$ cat src/rtl/des_key_schedule.sv
// DES key-schedule front end: PC-1 on load, then one C/D rotation per accepted round.
// Emits 16 rotated C/D pairs under valid/ready for a downstream PC-2 stage.
module des_key_schedule (
  input  logic        clk,
  input  logic        rst_n,
  input  logic        start,
  input  logic        decrypt,
  input  logic [64:1] key_in,
  output logic        ready,
  output logic        sk_valid,
  input  logic        sk_ready,
  output logic [4:1]  round,
  output logic        last,
  output logic [28:1] r_out,
  output logic [28:1] l_out
);

  typedef enum logic {
    S_IDLE = 1'b0,
    S_OUT  = 1'b1
  } state_e;

  localparam int PC1 [1:56] = '{
    57, 49, 41, 33, 25, 17,  9,  1, 58, 50, 42, 34, 26, 18,
    10,  2, 59, 51, 43, 35, 27, 19, 11,  3, 60, 52, 44, 36,
    63, 55, 47, 39, 31, 23, 15,  7, 62, 54, 46, 38, 30, 22,
    14,  6, 61, 53, 45, 37, 29, 21, 13,  5, 28, 20, 12,  4
  };

  function automatic logic [56:1] pc1(input logic [64:1] key);
    logic [56:1] cd;
    cd = '0;
    for (int k = 1; k <= 56; k++) cd[k] = key[PC1[k]];
    return cd;
  endfunction

  // Index 1 is the FIPS leftmost bit, so a FIPS left rotate moves bit 1 to bit 28.
  function automatic logic [28:1] rotl1(input logic [28:1] v);
    return {v[1], v[28:2]};
  endfunction

  function automatic logic [28:1] rotl2(input logic [28:1] v);
    return {v[2:1], v[28:3]};
  endfunction

  function automatic logic [28:1] rotr1(input logic [28:1] v);
    return {v[27:1], v[28]};
  endfunction

  function automatic logic [28:1] rotr2(input logic [28:1] v);
    return {v[26:1], v[28:27]};
  endfunction

  state_e      r_state;
  state_e      w_next_state;
  logic [28:1] r_c;
  logic [28:1] r_d;
  logic [4:0]  r_round;
  logic        r_decrypt;
  logic        r_last;

  logic [56:1] w_cd0;
  logic [28:1] w_c0;
  logic [28:1] w_d0;
  logic        w_shift_one;
  logic [28:1] w_c_next;
  logic [28:1] w_d_next;

  assign w_cd0 = pc1(key_in);
  assign w_c0  = w_cd0[28:1];
  assign w_d0  = w_cd0[56:29];

  // Single-bit steps fall after rounds 1, 8 and 15 in both directions, since the
  // decrypt table is the encrypt table read backwards.
  assign w_shift_one = (r_round == 5'd1) || (r_round == 5'd8) || (r_round == 5'd15);

  always_comb begin
    // NOTE: every combinational output gets a default first so no path infers a latch.
    w_c_next = r_c;
    w_d_next = r_d;
    if (r_decrypt) begin
      w_c_next = w_shift_one ? rotr1(r_c) : rotr2(r_c);
      w_d_next = w_shift_one ? rotr1(r_d) : rotr2(r_d);
    end else begin
      w_c_next = w_shift_one ? rotl1(r_c) : rotl2(r_c);
      w_d_next = w_shift_one ? rotl1(r_d) : rotl2(r_d);
    end
  end

  // State register
  always_ff @(posedge clk) begin
    // NOTE: sequential state uses non-blocking assignments so all flops update together.
    if (!rst_n) r_state <= S_IDLE;
    else        r_state <= w_next_state;
  end

  // Next-state logic
  always_comb begin
    w_next_state = r_state;
    case (r_state)
      S_IDLE:  if (start) w_next_state = S_OUT;
      S_OUT:   if (sk_ready && (r_round == 5'd16)) w_next_state = S_IDLE;
      default: w_next_state = S_IDLE;
    endcase
  end

  // Output logic: decoded from the state register only.
  always_comb begin
    ready    = 1'b0;
    sk_valid = 1'b0;
    case (r_state)
      S_IDLE:  ready    = 1'b1;
      S_OUT:   sk_valid = 1'b1;
      default: ready    = 1'b0;
    endcase
  end

  always_ff @(posedge clk) begin
    if (!rst_n) begin
      r_c       <= '0;
      r_d       <= '0;
      r_round   <= '0;
      r_decrypt <= 1'b0;
      r_last    <= 1'b0;
    end else begin
      case (r_state)
        S_IDLE: begin
          if (start) begin
            r_c       <= decrypt ? w_c0 : rotl1(w_c0);
            r_d       <= decrypt ? w_d0 : rotl1(w_d0);
            r_decrypt <= decrypt;
            r_round   <= 5'd1;
            r_last    <= 1'b0;
          end
        end
        S_OUT: begin
          if (sk_ready) begin
            if (r_round != 5'd16) begin
              r_c     <= w_c_next;
              r_d     <= w_d_next;
              r_round <= r_round + 5'd1;
              r_last  <= (r_round == 5'd15);
            end else begin
              r_last  <= 1'b0;
            end
          end
        end
        default: r_last <= 1'b0;
      endcase
    end
  end

  // The port is four bits wide, so round 16 reads as 0; last/sk_valid tell it apart from reset.
  assign round = r_round[3:0];
  assign last  = r_last;
  assign r_out = r_c;
  assign l_out = r_d;

endmodule

$ cat config.mk
export PLATFORM = sky130hd
export DESIGN_NAME = des_key_schedule
export DESIGN_NICKNAME = d
export VERILOG_FILES = /design/src/rtl/des_key_schedule.sv
export SDC_FILE = /design/constraint.sdc
export NUM_CORES = 1
export LEC_CHECK = 0
export ABC_AREA = 1
export CELL_PAD_IN_SITES_DETAIL_PLACEMENT = 1
export CELL_PAD_IN_SITES_GLOBAL_PLACEMENT = 2
export CORE_MARGIN = 2
export CORE_UTILIZATION = 22
export CTS_CLUSTER_DIAMETER = 50
export DETAILED_ROUTE_END_ITERATION = 8
export PLACE_DENSITY_LB_ADDON = 0.08
export SETUP_SLACK_MARGIN = 0.2
export SYNTH_ARGS = -nofsm -noshare
export SYNTH_HDL_FRONTEND = slang
export SYNTH_SLANG_ARGS = --single-unit
$ cat constraint.sdc
create_clock -name clk -period 1.7 [get_ports clk]
set_input_delay 0.17 -clock clk [delete_from_list [all_inputs] [get_ports clk]]
set_output_delay 0.17 -clock clk [all_outputs]
set_load 0.02 [all_outputs]
---- Word level (Yosys, flattened, before mapping) ----
Index checks and enable logic that the tools add are counted.
Widths: inputs -> output; s select.
operators by class
  add/subtract/negate cells ............... 1
  multiply operators ...................... 0
  divide/modulo/power cells ............... 0
  magnitude comparators ................... 0
  equal/unequal tests ..................... 8
  shift-type cells ........................ 0
  mux-type cells .......................... 29
  bitwise gates (word level) .............. 1
  reductions and logical operators ........ 6
operators by type and width
  kind                 number
  $mux 28              14
  $pmux 28 s2          2
  $mux 5               3
  $eq 5x4->1 const B   2
  $pmux 5 s2           1
  $mux 1               7
  $add 5x1->5 const B  1
  $eq 5x1->1 const B   1
  $eq 5x5->1 const B   1
  $ne 5x5->1 const B   1
  $ne 2x2->1 const B   2
  $pmux 1 s2           2
  $reduce_and 2->1     2
  $reduce_and 3->1     1
  $logic_or 1x1->1     2
  $ne 2x1->1 const B   1
  $logic_and 1x1->1    1
  $not 1->1            1
word-level totals
  register bits ........................... 64
  latch bits .............................. 0
  memory bits (writable) .................. 0
  ROM bits ................................ 0
  input port bits ......................... 69
  output and inout port bits .............. 63
  logic and storage cells ................. 51
  memories kept ........................... 0

---- Depth between registers and ports, before layout ----
Gate-level depths: netlist of run 1.
  depth after elaboration ................. 8
  mapped depth ............................ 12
  gate-level depth less buffers ........... 10

---- Worst setup path before layout of run 1 ----
OpenSTA, ideal clock, no wires.
  path kind ............................... reg2reg
  start ................................... reg r_round[0]
  end ..................................... reg r_d (netlist bit l_out[24])
  setup time .............................. 70 ps
  arrival time ............................ 1,739 ps
  required time ........................... 1,630 ps
  slack ................................... -109 ps
  stages on the path, launching flop included .. 12
  path buffers ............................ 2
  clock period less this slack ............ 1,809 ps
  path through ............................ dfxtp_1 > ha_1 > inv_1 > nor3_1 > ha_1 > inv_1 > buf_2 > buf_1 > nand4_1 > nand3_1 > nand3_1 > a21oi_1
between the ends
  longest elaborated chain between the ends .. 8
  elaborated cells between the ends (all ways) .. 14
  those cells by class .................... 5 x eq/ne; 6 x mux; 3 x reduce/logical
RTL lines
  what                                             line    RTL
  start: declaration                               58      logic [4:0] r_round;
  start signal: assignment                         141     r_round <= r_round + 5'd1;
  $eq 5x1->1 / $eq 5x4->1 (equally long branches)  75      assign w_shift_one = (r_round == 5'd1) || (r_round == 5'd8) || (r_round == 5'd15);
  $logic_or 1x1->1 (2 in series)                   75
  $mux 28 (on tied branches)                       86, 83
  $mux 28                                          81      if (r_decrypt) begin
  $mux 28                                          138     if (r_round != 5'd16) begin
  $mux 28                                          137     if (sk_ready) begin
  $pmux 28 s2                                      126     case (r_state)
  end signal: assignment                           130     r_d <= decrypt ? w_d0 : rotl1(w_d0);
  end signal: assignment                           140     r_d <= w_d_next;
  end: declaration                                 57      logic [28:1] r_d;
Several ways; a longest one is shown, not always the timed one. The select of a mux whose other input is x is not followed.
A chain may end at the register's enable or synchronous reset.

---- Worst setup path in the final report of run 1 ----
  start ................................... reg r_round[0]
  end ..................................... reg r_d (netlist bit l_out[17])
The elaborated chain is that of the path after synthesis.

==> flow_summary_export.csv, run 1 <==
group,metric,value,unit
status,status,"finished, violations left",
status,violations,"setup timing",
layout,drive_gt1_frac,0.2002,
setup_path,worst-setup-path-type,"reg2reg",
setup_path,r2r_cells,12,
yosys,synth_seq_cells,64,
route,vias,6276,
clock_network,cts_root_buffer,"clkbuf_16",
clock_network,hold_buffers,0,
setup_path,cp_cell_sequence,"ha_4 -> inv_2 -> nor3_2 -> ha_2 -> inv_4 -> nand3_4 -> buf_6 -> buf_12 -> nand2_1 -> nand3_1 -> nand3_2 -> a21oi_2",
timing,fin_crit_sh,1.056,
layout,fin_nets,982,
floorplanning,dieArea,23260,µm²
route,drt-initial-drc-count,373,
timing,hold_violations,0,
setup_path,start_kind,"flip-flop",
clock_network,clock_path_buffers,2,
job,cap_violations,0,
power,p_int,0.003653,W
place,preCtsSetupSlack,-94.93,ps
min_path,whs_path_depth,4,
grt,grt_max_degree,58,
power,p_clk_frac,0.321,
timing,rsz0062_at_grt,"true",
floorplanning,initial_core_util,0.2230,
timing,slew_headroom,0.6572,
layout,stdcell_area,7430,µm²
timing,min_period,1796,ps
route,ant_nets,0,
setup_path,slowest_stage,"dfxtp_4",
floorplanning,io_pins,132,
power,switching_share,0.3796,
power,power_frac_seq,0.312,
setup_path,required,1980,ps
power,power_frac_comb,0.367,
timing,slew_viol_final,0,
yosys,syn_area,4852,µm²
layout,area_growth,53.12,%
yosys,synth_area_per_cell,5.976,µm²
setup_path,max_stage_delay,370,ps
yosys,ys_seq_area_frac,0.2641,
route,vias_per_cell,5.256,
yosys,ys_types,24,
grt,overflow,0,
setup_path,crit_path_max_fanout,7,
floorplanning,num_rows,54,
clock_network,cts_tree,"built",
floorplanning,die_x,152.5,µm
power,p_per_area,792.6,nW/µm²
timing,setup_viol,54,
setup_path,reg2reg_from,"r_round[0]$_SDFFE_PN0P_",
setup_path,crit_buf_inv,4,
timing,fmax,0.5569,GHz
place,io_buffers,123,
timing,worstMarginPinSlew,514.2,ps
power,p_total,0.005889,W
yosys,netlist_instances,812,
layout,post-route-util,0.3415,
clock_network,clkSinkCount,64,
setup_path,worstPathArrival,2070,ps
route,wl,22.95,mm
power,ir_drop,0.0004613,V
floorplanning,coreArea,21760,µm²
setup_path,startpoint,"r_round[0]$_SDFFE_PN0P_",
timing,layout_setup_ws,-95.78,ps
place,gp_congestion,0.7699,
setup_path,r2r_end,"l_out[17]$_SDFFE_PN0P_",
layout,antenna_cells,0,
grt,grt_pass1_vias,6479,
clock_network,cts_made_buffers,9,
power,power.switching,0.002235,W
timing,fin_skew,7.156,ps
setup_path,crit_path_end_kind,"flip-flop",
grt,grt_use_total,0.1900,
place,dp_hpwl,14.62,mm
clock_network,clk_latency,340,ps
place,dpl_cell_area,6436,µm²
route,drc,0,
route,wl_per_cell,19.22,µm
grt,grt_antenna_before_repair,0,
yosys,syn_nets,885,
min_path,min-delay-path-class,"in2reg",
clock_network,clkTransAtPathRegs,60,ps
setup_path,r2r_slack,-100,ps
setup_path,crit_family,"simple AND/OR/NAND/NOR gates",
min_path,min_from,"decrypt",
floorplanning,die_y,152.5,µm
min_path,min_delay_worst_endpoint,"r_decrypt$_SDFFE_PN0P_",
timing,timing.hold.ws,429.0,ps
yosys,yosys_warnings,0,
clock_network,htree_levels,3,
power,p_leak,3.099,nW
route,dr.pass1.iters,4,
grt,grt_pass1_wl,36.26,mm
-- sequential cells by signal, indices dropped and copies added, names as in the netlist --
name and flops:
r_state 1, r_decrypt 1, last 1, r_round 5, l_out 28, r_out 28
-- metal layers --
layer,global-route usage,wire length [µm]
met1,0.2882,11990
met2,0.2782,9749
met3,0.03100,983
met4,0.04674,228
met5,0,0
-- cells in the mapped netlist --
cell / instances / area (µm²)
nand3_1: 172 / 860.8
nor2_1: 171 / 641.9
o21ai_0: 109 / 545.5
dfxtp_1: 64 / 1281
a21oi_1: 61 / 305.3
nand2_1: 60 / 225.2
nand4_1: 56 / 350.3
clkbuf_1: 38 / 142.6
buf_2: 24 / 120.1
inv_1: 13 / 48.80
buf_1: 7 / 26.28
buf_4: 7 / 52.55
buf_6: 7 / 78.83
o21ai_1: 6 / 30.03
ha_1: 4 / 50.05
inv_2: 2 / 7.510
nand3_2: 2 / 20.02
nor3_1: 2 / 10.01
o31ai_1: 2 / 15.01
nand2_2: 1 / 6.260
nand4_2: 1 / 12.51
nor2_2: 1 / 6.260
o221ai_1: 1 / 8.760
o22ai_1: 1 / 6.260
-- power by group through the flow --
stage	clock, W	combinational (W)	sequential (W)
2_1_floorplan	0	0.000989	0.00198
4_1_cts	0.00195	0.00200	0.00183
6_report	0.00189	0.00216	0.00184
5_1_grt	0.00201	0.00238	0.00187
3_5_place_dp	0	0.00198	0.00186
3_3_place_gp	0	0.00195	0.00186
-- through the flow --
| step | instances | setup TNS [ps] |
|---|---|---|
| floorplan | 812 | 0 |
| global placement | 1166 | -32.15 |
| detailed placement | 1166 | -1797 |
| CTS | 1192 | -2217 |
| global route | 1194 | -7878 |
| finish | 1194 | -1947 |
-- cell families (layout without fill, tap and decap cells) --
kind of cell | after synthesis | after routing | synth area share
AND/OR/NAND/NOR | 466 | 466 | 0.4397
AO/OA/AOI/OAI | 180 | 180 | 0.1877
buffers and inverters | 98 | 200 | 0.09825
flip-flops | 64 | 64 | 0.2641
adder cells (fa/ha/maj) | 4 | 4 | 0.01032
-- worst reg2reg max path, cell delays in order (launching register included) --
cell     delay (ps)
dfxtp_4         370
ha_4            130
inv_2            40
nor3_2          120
ha_2            220
inv_4            50
nand3_4         110
buf_6           150
buf_12          140
nand2_1          80
nand3_1          80
nand3_2         100
a21oi_2         140
-- placed cells by master (no fill, tap or decap), types with 3 or more instances in the layout --
cell / count
o21ai_0: 108
buf_4: 23
a21oi_2: 25
inv_1: 8
clkbuf_1: 3
dlygate4sd2_1: 63
buf_12: 14
nand2_4: 8
dfxtp_1: 60
nand2_1: 35
buf_16: 3
nor2_1: 169
nand3_1: 123
clkinv_2: 3
nand4_1: 56
nand3_2: 49
inv_2: 4
a21oi_1: 36
nand2_2: 18
clkdlybuf4s50_1: 59
o21ai_1: 7
clkbuf_16: 11
-- final cells by class --
cell class	instances	area (µm²)
Clock buffer	12	236.5
Clock inverter	4	45.04
Fill cell	2701	14330
Inverter	15	67.56
Multi-Input combinational cell	650	3618
Sequential cell	64	1291
Tap cell	280	350.3
Timing Repair Buffer	169	1821
-- repair_timing --
| item | 4_1_cts | 5_1_grt |
|---|---|---|
| pin swaps | 11 | 31 |
| cloned | 4 | 2 |
| setup buffers | 6 | 0 |
| endpoints found under the setup margin | 122 | 63 |
| gates resized for setup | 88 | 109 |
-- worst max-delay path by stage --
stage                     depth (start not counted)                     end
after floorplan                                  12  l_out[26]$_SDFFE_PN0P_
after global placement                            9   l_out[3]$_SDFFE_PN0P_
after detailed placement                         11   r_out[5]$_SDFFE_PN0P_
after CTS                                        11   r_out[5]$_SDFFE_PN0P_
after global routing                             12  l_out[17]$_SDFFE_PN0P_
final                                            12  l_out[17]$_SDFFE_PN0P_
Note: power is estimated with default switching activity, not from simulation.
==> run 2, diff against run 1 <==
MAX_ROUTING_LAYER = met4   (was unset)
==> run 2 against run 1 <==
  * The run still ends with setup timing left
  * Power shrank 0.28%
  * Via count is essentially flat
  * Sequential share of layout area grew 0.12 points
  * Non-clock buffer count is the same
  * Core utilization shrank 0.23 points
  * First-iteration DRC count shrank 2.1%
  * Combinational power is essentially flat
  * Highest routed layer unchanged
  * Maximum frequency grew 0.42%
  * Critical path type unchanged
  * Clock skew shrank 0.62 ps
  * Register-to-register slack is essentially flat
==> flow_summary_export.csv, run 2 (synthesized netlist as in run 1, its figures left out) <==
group,metric,value,unit
route,ant_nets,0,
clock_network,clk_latency,350,ps
route,drc,0,
timing,hold_violations,0,
timing,worstMarginPinSlew,517.6,ps
power,p_int,0.003649,W
clock_network,cts_root_buffer,"clkbuf_16",
timing,fin_skew,6.534,ps
setup_path,cp_cell_sequence,"ha_4 -> inv_2 -> nor3_2 -> ha_2 -> inv_4 -> buf_12 -> buf_12 -> nand4_1 -> nand3_1 -> nand3_2 -> a21oi_1",
layout,fin_nets,982,
timing,layout_setup_ws,-88.33,ps
power,p_per_area,795.7,nW/µm²
setup_path,start_kind,"flip-flop",
floorplanning,coreArea,21760,µm²
setup_path,reg2reg_from,"r_round[0]$_SDFFE_PN0P_",
setup_path,worstPathArrival,2060,ps
status,status,"finished, violations left",
setup_path,crit_path_end_kind,"flip-flop",
route,dr.pass1.iters,5,
place,place_inst,1166,
min_path,min_from,"decrypt",
power,power_frac_seq,0.313,
route,drt-initial-drc-count,365,
setup_path,required,1980,ps
clock_network,cts_made_buffers,9,
setup_path,slowest_stage,"dfxtp_4",
place,gp_congestion,0.7803,
clock_network,clkSinkCount,64,
timing,slew_viol_final,0,
layout,drive_gt1_frac,0.1958,
route,wl,22.91,mm
setup_path,crit_path_frequent_cell,"buf_12",
power,switching_share,0.3787,
power,power.switching,0.002224,W
layout,antenna_cells,0,
layout,mostFrequentLayoutCells,"nor2_1 (169), nand3_1 (127), o21ai_0 (108)",
setup_path,r2r_cells,11,
grt,grt_pass1_vias,6466,
layout,layout_commonest_cell,"nor2_1",
power,ir_drop,0.0004663,V
route,vias,6282,
layout,fillerInstances,2712,
min_path,min_delay_worst_endpoint,"r_decrypt$_SDFFE_PN0P_",
power,p_leak,3.044,nW
clock_network,clkTransAtPathRegs,60,ps
setup_path,r2r_end,"l_out[9]$_SDFFE_PN0P_",
place,dp_hpwl,14.62,mm
timing,rsz0062_at_grt,"true",
job,cap_violations,0,
floorplanning,die_x,152.5,µm
timing,timing.hold.ws,425.9,ps
setup_path,max_stage_delay,360,ps
setup_path,worst-setup-path-type,"reg2reg",
power,power_frac_comb,0.366,
timing,fin_crit_sh,1.052,
clock_network,cts_tree,"built",
layout,area_growth,52.09,%
setup_path,r2r_slack,-90,ps
min_path,whs_path_depth,4,
timing,setup_viol,53,
timing,min_period,1788,ps
floorplanning,io_pins,132,
place,io_buffers,123,
floorplanning,dieArea,23260,µm²
timing,slew_headroom,0.6549,
power,p_clk_frac,0.322,
route,vias_per_cell,5.261,
layout,finalNonFillerCells,1194,
timing,fmax,0.5592,GHz
grt,grt_use_total,0.1959,
floorplanning,die_y,152.5,µm
setup_path,crit_buf_inv,4,
setup_path,crit_family,"simple AND/OR/NAND/NOR gates",
setup_path,crit_path_max_fanout,16,
floorplanning,num_rows,54,
grt,overflow,0,
route,wl_per_cell,19.19,µm
grt,grt_pass1_wl,36.31,mm
min_path,min-delay-path-class,"in2reg",
clock_network,htree_levels,3,
status,violations,"setup timing",
grt,grt_max_degree,58,
clock_network,clock_path_buffers,2,
timing,tns,-1756,ps
grt,grt_antenna_before_repair,0,
floorplanning,initial_core_util,0.2230,
==> run 2: worst max path at each step <==
stage | start | end | slack (ps) | cells after the start
floorplan | r_round[1]$_SDFFE_PN0P_ | l_out[26]$_SDFFE_PN0P_ | 160 | 12
global placement | r_round[0]$_SDFFE_PN0P_ | l_out[3]$_SDFFE_PN0P_ | -20 | 9
detailed placement | r_round[0]$_SDFFE_PN0P_ | r_out[5]$_SDFFE_PN0P_ | -90 | 11
CTS | r_round[0]$_SDFFE_PN0P_ | r_out[5]$_SDFFE_PN0P_ | -90 | 11
global route | r_round[0]$_SDFFE_PN0P_ | l_out[9]$_SDFFE_PN0P_ | -190 | 11
finish | r_round[0]$_SDFFE_PN0P_ | l_out[9]$_SDFFE_PN0P_ | -90 | 11
==> run 2: cell type report <==
| type | count | area (µm²) | area share |
|---|---|---|---|
| Sequential cell | 64 | 1291 | 0.1750 |
| Tap cell | 280 | 350.3 | 0.04747 |
| Clock buffer | 12 | 236.5 | 0.03204 |
| Multi-Input combinational cell | 650 | 3573 | 0.4842 |
| Inverter | 15 | 67.56 | 0.009156 |
| Clock inverter | 4 | 45.04 | 0.006104 |
| Timing Repair Buffer | 169 | 1815 | 0.2460 |
==> run 2: what timing repair did <==
action                                  CTS  global route
hold buffers                              0             0
cloned                                    4             2
resized for setup                        88            99
endpoints found under the setup margin  122            63
buffers inserted                          6             0
pin swaps                                11            22
==> run 2: worst reg2reg max path, delay by kind of cell, from the launching register on <==
family / cells / cell delay (ps)
AND/OR/NAND/NOR: 4 / 470
AO/OA/AOI/OAI: 1 / 150
flip-flops: 1 / 360
adder cells (fa/ha/maj): 2 / 340
buffers and inverters: 4 / 410
==> run 2: power groups by stage <==
stage / Combinational, W / Sequential, W / Clock [W]
2_1_floorplan: 0.000989 / 0.00198 / 0
3_3_place_gp: 0.00195 / 0.00186 / 0
3_5_place_dp: 0.00198 / 0.00186 / 0
4_1_cts: 0.00200 / 0.00183 / 0.00195
5_1_grt: 0.00236 / 0.00186 / 0.00201
6_report: 0.00215 / 0.00184 / 0.00189
==> run 2: through the flow <==
stage | worst slack, ps | total power (W) | util | instance area, µm²
2_1_floorplan | 156.4 | 0.002965 | - | 4917
3_3_place_gp | -24.18 | 0.003807 | 0.2958 | 6436
3_5_place_dp | -94.93 | 0.003842 | 0.2958 | 6436
4_1_cts | -86.11 | 0.005777 | 0.3183 | 6925
5_1_grt | -194.4 | 0.006239 | 0.3392 | 7380
6_report | -88.33 | 0.005872 | 0.3392 | 7380
==> run 2: routing by layer <==
metal  vias to the layer above  share of wire  track usage
met4                         0         0.0093      0.04674
met1                      3033           0.52       0.2897
met2                       185           0.43       0.2789
met5                         -              0            -
li1                       3050              -            -
met3                        14          0.042      0.02873
==> run 3, diff against run 2 <==
ABC_AREA = 0   (was 1)
CORE_UTILIZATION = 24   (was 22)
==> run 3 against run 2 <==
  * The flow still finishes with violations (setup timing)
  * Worst hold slack got worse by 91 ps
  * Design area increased by 8.4%
  * First-iteration DRC count decreased by 23%
  * Sequential cell count unchanged
  * Largest cell class unchanged
==> flow_summary_export.csv, run 3 <==
group,metric,value,unit
status,status,"finished, violations left",
timing,layout_setup_ws,-290.7,ps
setup_path,worst-setup-path-type,"reg2reg",
yosys,yosysMostFrequentCell,"nand2_1",
timing,rsz0062_at_grt,"true",
setup_path,crit_path_end_kind,"flip-flop",
place,gp_congestion,0.8152,
yosys,ys_top_cells_by_count,"nand2_1 (135), a21oi_1 (99), dfxtp_1 (64), mux2i_1 (59), a211o_1 (42)",
route,wl_per_cell,19.48,µm
layout,area_growth,72.88,%
timing,setup_viol,56,
clock_network,clkTransAtPathRegs,60,ps
layout,layout_commonest_cell,"nand2_1",
setup_path,reg2reg_from,"r_round[1]$_SDFFE_PN0P_",
yosys,synth_edf_count,0,
yosys,ys_types,43,
route,drc,0,
yosys,syn_nets,707,
power,p_total,0.005376,W
grt,grt_pass1_vias,5855,
timing,min_period,1991,ps
layout,multiInputGateArea,3686,µm²
layout,fin_nets,865,
grt,grt_max_degree,41,
floorplanning,initial_core_util,0.2457,
floorplanning,num_rows,50,
timing,slew_headroom,0.7014,
timing,tns,-12490,ps
yosys,yosys_warnings,0,
yosys,synth_top_cells_by_area,"dfxtp_1 (28%), mux2i_1 (13%), nand2_1 (11%), a21oi_1 (11%), a211o_1 (8.0%)",
grt,overflow,0,
setup_path,start_kind,"flip-flop",
place,preCtsSetupSlack,-284.1,ps
clock_network,hold_buffers,0,
timing,slew_viol_final,0,
route,dr.pass1.iters,5,
place,io_buffers,123,
grt,grt_antenna_before_repair,0,
route,wl,20.57,mm
setup_path,startpoint,"r_round[1]$_SDFFE_PN0P_",
yosys,netlist_instances,634,
yosys,synthFlopType,"dfxtp_1",
job,cap_violations,0,
setup_path,r2r_cells,11,
timing,fin_skew,9.062,ps
power,p_leak,3.412,nW
floorplanning,io_pins,132,
power,p_per_area,672.1,nW/µm²
place,dp_hpwl,14.32,mm
clock_network,clk_latency,340,ps
floorplanning,dieArea,20410,µm²
route,vias_per_cell,5.195,
layout,fillerInstances,2172,
setup_path,setup.worst_path.end,"r_out[15]$_SDFFE_PN0P_",
min_path,min-delay-path-class,"in2reg",
setup_path,worstPathArrival,2220,ps
setup_path,required,1920,ps
status,violations,"setup timing",
floorplanning,die_x,142.9,µm
setup_path,r2r_slack,-290,ps
layout,regArea,1291,µm²
route,drt-initial-drc-count,281,
timing,hold_violations,0,
route,vias,5486,
layout,antenna_cells,0,
yosys,synthArstFlopShare,0,
layout,mostFrequentLayoutCells,"nand2_1 (82), dlygate4sd2_1 (61), dfxtp_1 (60)",
clock_network,cts_root_buffer,"clkbuf_16",
yosys,synth_top_area_frac,0.2769,
floorplanning,die_y,142.9,µm
power,ir_drop,0.0004552,V
clock_network,htree_levels,3,
yosys,synth_seq_cells,64,
grt,grt_pass1_wl,32.51,mm
yosys,synth_top_area_cell,"dfxtp_1",
clock_network,cts_made_buffers,9,
setup_path,r2r_end,"r_out[15]$_SDFFE_PN0P_",
clock_network,cts_tree,"built",
setup_path,crit_path_max_fanout,12,
layout,drive_gt1_frac,0.3254,
timing,fmax,0.5023,GHz
clock_network,clock_path_buffers,2,
clock_network,clkSinkCount,64,
grt,grt_use_total,0.2085,
route,ant_nets,0,
floorplanning,coreArea,18830,µm²
yosys,synth_area_per_cell,7.298,µm²
timing,fin_crit_sh,1.171,
layout,post-route-util,0.4248,
yosys,syn_area,4627,µm²
layout,stdcell_area,7999,µm²
yosys,ys_seq_area_frac,0.2769,
timing,worstMarginPinSlew,446.2,ps
place,dpl_cell_area,6744,µm²
[run 3: routing by layer]
metal / share of wire / GRT usage / wire length [µm]
met2: 0.45 / 0.3269 / 9347
met5: 0 / - / 0
met3: 0.038 / 0.03454 / 792
met1: 0.50 / 0.2800 / 10210
met4: 0.011 / 0.05211 / 223
[run 3: worst min-delay path by stage]
stage                           start               endpoint  cells after the start
floorplan                    sk_ready     r_state$_SDFF_PN0_                      1
global placement    last$_SDFFE_PN0P_      last$_SDFFE_PN0P_                      2
detailed placement  last$_SDFFE_PN0P_      last$_SDFFE_PN0P_                      2
CTS                             rst_n  l_out[3]$_SDFFE_PN0P_                      2
global route                    rst_n  l_out[3]$_SDFFE_PN0P_                      2
finish                          rst_n  l_out[3]$_SDFFE_PN0P_                      2
[run 3: layout make-up]
type                            instances  area share
Inverter                                7    0.003911
Sequential cell                        64      0.1614
Tap cell                              260     0.04067
Timing Repair Buffer                  210      0.2985
Multi-Input combinational cell        500      0.4608
Clock buffer                           15     0.03473
[run 3: power by group]
group          internal [W]  switching [W]
combinational      0.000856       0.000934
clock               0.00110       0.000711
sequential          0.00161       0.000165
total               0.00357        0.00181
[run 3: through the flow]
step           instances  hold WS [ps]
6_report            1056         335.2
5_1_grt             1056         334.4
4_1_cts             1051         311.1
3_5_place_dp        1014         558.0
3_3_place_gp        1014         534.3
2_1_floorplan        634         278.2
[run 3: critical path, stage by stage (launching register included)]
cell and delay (ps):
dfxtp_4 370, ha_4 160, and3_4 180, ha_4 190
inv_4 70, o21ai_4 60, buf_12 160, buf_12 130
buf_16 140, nand2_2 90, a21oi_2 60, a211o_1 260
[run 3: cell families after synthesis]
group / share of synthesized area
AOI/OAI and AO/OA: 0.3226
xor gates and xnor gates: 0.003787
adders and majority gates: 0.01082
buffers and inverters: 0.07410
DFF: 0.2769
muxes: 0.1309
and+or+nand+nor: 0.1809
[run 3: what timing repair did]
action                     4_1_cts  5_1_grt
pin swaps                       25       22
setup endpoints to repair      124       61
resized for setup              155       66
gates cloned                     7        3
buffers inserted                15        2
